$ cat src/rtl/instr_load_ctrl.sv
// Program-entry sequencer: debounced-by-synchronizer button loads instructions into a packed
// image, then hands it to the hazard checker (req/ack) and enables the core until run_done.
module instr_load_ctrl #(
    parameter int                DATA_W      = 8,
    parameter int                DEPTH       = 8,
    parameter logic [DATA_W-1:0] TERM        = 8'hFF,
    parameter int                SYNC_STAGES = 2
) (
    input  logic                          clk,
    input  logic                          rst_n,
    input  logic [DATA_W-1:0]             input_val,
    input  logic                          but_inp,
    input  logic                          clear,
    input  logic                          chk_ack,
    input  logic                          run_done,
    output logic [DATA_W*DEPTH-1:0]       instrMemBits,
    output logic [$clog2(DEPTH+1)-1:0]    instr_count,
    output logic                          chk_req,
    output logic                          run_en,
    output logic                          loading,
    output logic                          load_err
);
    localparam int CNT_W = $clog2(DEPTH + 1);
    localparam int IDX_W = (DEPTH > 1) ? $clog2(DEPTH) : 1;

    typedef enum logic [1:0] {S_LOAD, S_CHECK, S_RUN, S_DONE} state_t;

    state_t                         state, state_nxt;
    logic [SYNC_STAGES-1:0]         sync_q;
    logic                           sync_prev;
    logic                           press;
    logic                           is_term;
    logic                           wr_en;
    logic                           last_slot;
    logic [DEPTH-1:0][DATA_W-1:0]   mem_q;

    // NOTE: sequential state uses non-blocking assignments so every flop samples pre-edge values.
    always_ff @(posedge clk or negedge rst_n) begin
        if (!rst_n) begin
            sync_q    <= '0;
            sync_prev <= 1'b0;
        end else begin
            sync_q    <= {sync_q[SYNC_STAGES-2:0], but_inp};
            sync_prev <= sync_q[SYNC_STAGES-1];
        end
    end

    // A press coinciding with clear is dropped entirely, including its load_err effect.
    assign press     = sync_q[SYNC_STAGES-1] & ~sync_prev & ~clear;
    assign is_term   = (input_val == TERM);
    assign wr_en     = press && (state == S_LOAD) && !is_term && (instr_count != CNT_W'(DEPTH));
    assign last_slot = (instr_count == CNT_W'(DEPTH - 1));

    always_ff @(posedge clk or negedge rst_n) begin
        if (!rst_n) begin
            state <= S_LOAD;
        end else begin
            state <= state_nxt;
        end
    end

    // NOTE: state_nxt gets a default before the case so no path leaves it unassigned (no latch).
    always_comb begin
        state_nxt = state;
        if (clear) begin
            state_nxt = S_LOAD;
        end else begin
            unique case (state)
                S_LOAD: begin
                    if (wr_en && last_slot) begin
                        state_nxt = S_CHECK;
                    end else if (press && is_term && (instr_count != '0)) begin
                        state_nxt = S_CHECK;
                    end
                end
                S_CHECK: if (chk_ack)  state_nxt = S_RUN;
                S_RUN:   if (run_done) state_nxt = S_DONE;
                S_DONE:  state_nxt = S_DONE;
                default: state_nxt = S_LOAD;
            endcase
        end
    end

    // NOTE: the image is a small register bank that must read as NOPs after reset, so it is reset.
    always_ff @(posedge clk or negedge rst_n) begin
        if (!rst_n) begin
            mem_q       <= '0;
            instr_count <= '0;
            load_err    <= 1'b0;
        end else if (clear) begin
            mem_q       <= '0;
            instr_count <= '0;
            load_err    <= 1'b0;
        end else begin
            if (wr_en) begin
                mem_q[instr_count[IDX_W-1:0]] <= input_val;
                instr_count                   <= instr_count + CNT_W'(1);
            end
            if (press && (state != S_LOAD)) begin
                load_err <= 1'b1;
            end
        end
    end

    // Outputs decode straight from the state register so reset drops them without a clock edge.
    assign instrMemBits = mem_q;
    assign chk_req      = (state == S_CHECK);
    assign run_en       = (state == S_RUN);
    assign loading      = (state == S_LOAD);

endmodule

$ cat config.mk
export PLATFORM = sky130hd
export DESIGN_NAME = instr_load_ctrl
export DESIGN_NICKNAME = d
export VERILOG_FILES = /design/src/rtl/instr_load_ctrl.sv
export SDC_FILE = /design/constraint.sdc
export NUM_CORES = 1
export LEC_CHECK = 0
export ABC_AREA = 1
export CAP_MARGIN = 40
export CORE_MARGIN = 5
export CORE_UTILIZATION = 49
export CTS_CLUSTER_DIAMETER = 40
export CTS_CLUSTER_SIZE = 10
export DETAILED_ROUTE_END_ITERATION = 10
export PLACE_DENSITY_LB_ADDON = 0.2
export SLEW_MARGIN = 20
export SYNTH_ARGS = -nofsm -noshare
export SYNTH_HDL_FRONTEND = slang
export SYNTH_SLANG_ARGS = --single-unit
export TNS_END_PERCENT = 5
$ cat constraint.sdc
create_clock -name clk -period 2.3 [get_ports clk]
set_clock_uncertainty 0.05 [all_clocks]
set_input_delay 0.69 -clock clk [delete_from_list [all_inputs] [get_ports clk]]
set_output_delay 0.69 -clock clk [all_outputs]
set_load 0.05 [all_outputs]
==> metrics.log <==
INFO  metric outcome = finished clean
INFO  metric timing_worst_slew_pin_value = roughly 0.76 ns
INFO  metric synth-main-ff-cell = sky130_fd_sc_hd__dfrtp_1
INFO  metric route.detailed.vias_per_inst = ~5.2
INFO  metric starting_density_of_the_core = 0.495
INFO  metric layout_common_cells = sky130_fd_sc_hd__nand2_1 (144), sky130_fd_sc_hd__dfrtp_1 (74), sky130_fd_sc_hd__nand3_1 (72), sky130_fd_sc_hd__clkdlybuf4s50_1 (50), sky130_fd_sc_hd__buf_4 (29)
INFO  metric grt_pass1_vias = roughly 3000
INFO  metric unrepaired_setup_endpoints_after_global_routing = no
INFO  metric maxClockFrequency = around 440 MHz
INFO  metric critical-path-max-stage-delay = between 0.8 and 0.9 ns
INFO  metric multiInputGateArea = around 1300 sq um
INFO  metric r2r-end = instrMemBits[41]
INFO  metric ant_diodes = 0
INFO  metric drc = 0
INFO  metric rr_startpoint = instr_count[1]
INFO  metric synth.yosys.warnings = 0
INFO  metric cts_tree = done
INFO  metric clock_tree.buffer_depth = 2
INFO  metric tns = 0 ns
INFO  metric global_route_usage_sum = 0.226
INFO  metric cts.sink_count = 74
INFO  metric cpLargestDelayFamily = buffers and inverters
INFO  metric p_leak = 2.91 nW
INFO  metric synth.net_count = 390
INFO  metric largest_net_degree_at_the_start_of_global_routing = between 70 and 80
INFO  metric min_period = approximately 2.3 ns
INFO  metric worstSetupEndpointType = output pin
INFO  metric drt_wl_total = a little under 9 mm
INFO  metric crit_buf_inv = 1
INFO  metric setup.worst_path.class = flip-flop to output pin
INFO  metric ys_ff_latch = 74
INFO  metric ioPinCount = 86
INFO  metric timing.max_slew.rel_slack = 0.492
INFO  metric post_drt_wl_per_cell = roughly 16 um
INFO  metric hold_violations = 0
INFO  metric layout.cells.non_filler = 572
INFO  metric synth-seq-area-share = 0.560
INFO  metric chipWidth = between 90 and 100 um
INFO  metric post_route_cells_drive_above_1_share = 0.154
INFO  metric setup_viol = 0
INFO  metric reg2reg_setup_slack = 0.42 ns
INFO  metric flow.area_growth_from_synthesis = 42.6%
INFO  metric overflow = 0
INFO  metric design_power_total = 2.82 mW
INFO  metric root_buffer = sky130_fd_sc_hd__clkbuf_8
INFO  metric finalCritPeriodShare = 0.986
INFO  metric dp.cells = 556
INFO  metric ys_async_sr_fraction = 1.00
INFO  metric core-area = 6680 sq um
INFO  metric synth_enable_flop_cells = 0
INFO  metric final_max_slew_viol_count = 0
INFO  metric iteration_0_drc_markers = 261
INFO  metric slowest_stage = sky130_fd_sc_hd__clkdlybuf4s50_1
INFO  metric die-area = approximately 8500 sq um
INFO  metric final-seq-area = between 1500 and 2000 sq um
INFO  metric cts-htree-levels = 3
INFO  metric die-height = 92.2 um
INFO  metric crit_arrival = 1.53 ns
INFO  metric syn_inst = around 370
INFO  metric first_pass_grt_wire_length = 15.0 mm
INFO  metric hpwlAfterDp = around 6.1 mm
INFO  metric worst-endpoint-required = approximately 1.6 ns
INFO  metric cts_inserted_buffers = 9
INFO  metric timing.critical_path.cells = clkdlybuf4s50_1
INFO  metric r2r_worst_path_depth = 9
INFO  metric detail-route-antenna-nets = 0
INFO  metric num_rows = 30
INFO  metric post_cts_setup_driven_buffer_insertion_count = 0
INFO  metric io_buffer_count = 85
INFO  metric worstSetupStartpointType = flip-flop
INFO  metric clkSlewWorstSetupHoldPaths = about 0.07 ns
INFO  metric post_synth_instance_area = 3310 sq um
INFO  metric vdd_drop_max = approximately 0.45 mV
INFO  metric clk-insertion-delay-late = about 0.35 ns
INFO  metric post_synth_num_cell_types = 24
INFO  metric holdCritPathClass = primary input to asynchronous set/reset pin
INFO  metric layout.nets = about 500
INFO  metric layout.cells.most_common = sky130_fd_sc_hd__nand2_1
INFO  metric fill_cells = about 500
INFO  metric postSynthAreaPerCell = approximately 8.8 sq um
INFO  metric vias = around 3000
INFO  metric drt_pass1_iterations = 4
INFO  metric power.density = around 600 nW/um^2
INFO  metric gp_routability_congestion = ~0.84
INFO  metric crit_fanout = 2
INFO  metric cap_viol_max_count = 0
INFO  metric grt_antenna_before_repair = 0
[metal layers]
metal / vias to the layer above / track usage / wire length, um / share of wire
met3: 26 / 0.0558 / 588 / 0.066
met1: 1387 / 0.299 / 3720 / 0.42
met2: 105 / 0.352 / 4320 / 0.48
met4: 0 / 0.0978 / 288 / 0.032
li1: 1429 / - / - / -
met5: - / 0 / 0 / 0
[synthesized netlist by cell type (2+ instances only)]
cell type	count	area [sq um]
sky130_fd_sc_hd__nand3_1	72	360
sky130_fd_sc_hd__nor2_1	22	82.6
sky130_fd_sc_hd__nand2_4	3	33.8
sky130_fd_sc_hd__o21ai_0	2	10.0
sky130_fd_sc_hd__a21oi_1	3	15.0
sky130_fd_sc_hd__buf_1	6	22.5
sky130_fd_sc_hd__nand2_1	144	541
sky130_fd_sc_hd__clkinv_4	8	70.1
sky130_fd_sc_hd__dfrtp_1	74	1850
sky130_fd_sc_hd__inv_2	5	18.8
sky130_fd_sc_hd__nand3_4	7	123
sky130_fd_sc_hd__inv_1	15	56.3
sky130_fd_sc_hd__ha_1	2	25.0
[power breakdown]
part	switching [mW]	internal, mW
sequential	0.0143	1.32
clock	0.480	0.637
combinational	0.247	0.116
total	0.741	2.08
[what timing repair did]
item	CTS	global route
hold endpoints to repair	0	0
hold buffers	0	0
endpoints found under the setup margin	0	27
resized for setup	0	27
[sequential cells by signal, summed over array words and instances, names as in the netlist]
register,flops
instrMemBits,64
sync_q,2
sync_prev,1
state,2
load_err,1
instr_count,4
[cell families after synthesis]
group           synth area share
fa+ha+maj                0.00757
simple gates               0.365
buf+inv                   0.0533
compound gates            0.0136
flops                      0.560
[through the flow]
step	setup WS, ns	hold slack (ns)	cell area [sq um]	util
after floorplan	0.216	0.281	3310	-
final	0.0325	0.306	4720	0.706
after CTS	0.00479	0.310	4650	0.696
after global routing	0.000457	0.319	4720	0.706
after detailed placement	-0.0249	0.292	4430	0.663
after global placement	0.0145	0.283	4430	0.663
[worst max-delay path by stage]
stage	cells past startpoint	slack, ns	from	to
2_1_floorplan	9	0.22	instr_count[0]	instr_count[3]
3_3_place_gp	8	0.01	input_val[1]	instrMemBits[56]
3_5_place_dp	8	-0.02	input_val[1]	instr_count[3]
4_1_cts	1	0.005	instrMemBits[46]	instrMemBits[46]
5_1_grt	1	0.0005	instrMemBits[20]	instrMemBits[20]
6_report	1	0.03	instrMemBits[62]	instrMemBits[62]
[area by class of cell]
type	instances	area share
Inverter	28	0.0308
Clock buffer	11	0.0300
Tap cell	80	0.0212
Clock inverter	5	0.0164
Multi-Input combinational cell	264	0.271
Sequential cell	74	0.393
Timing Repair Buffer	110	0.238
Note: power is estimated with default switching activity, not from simulation.
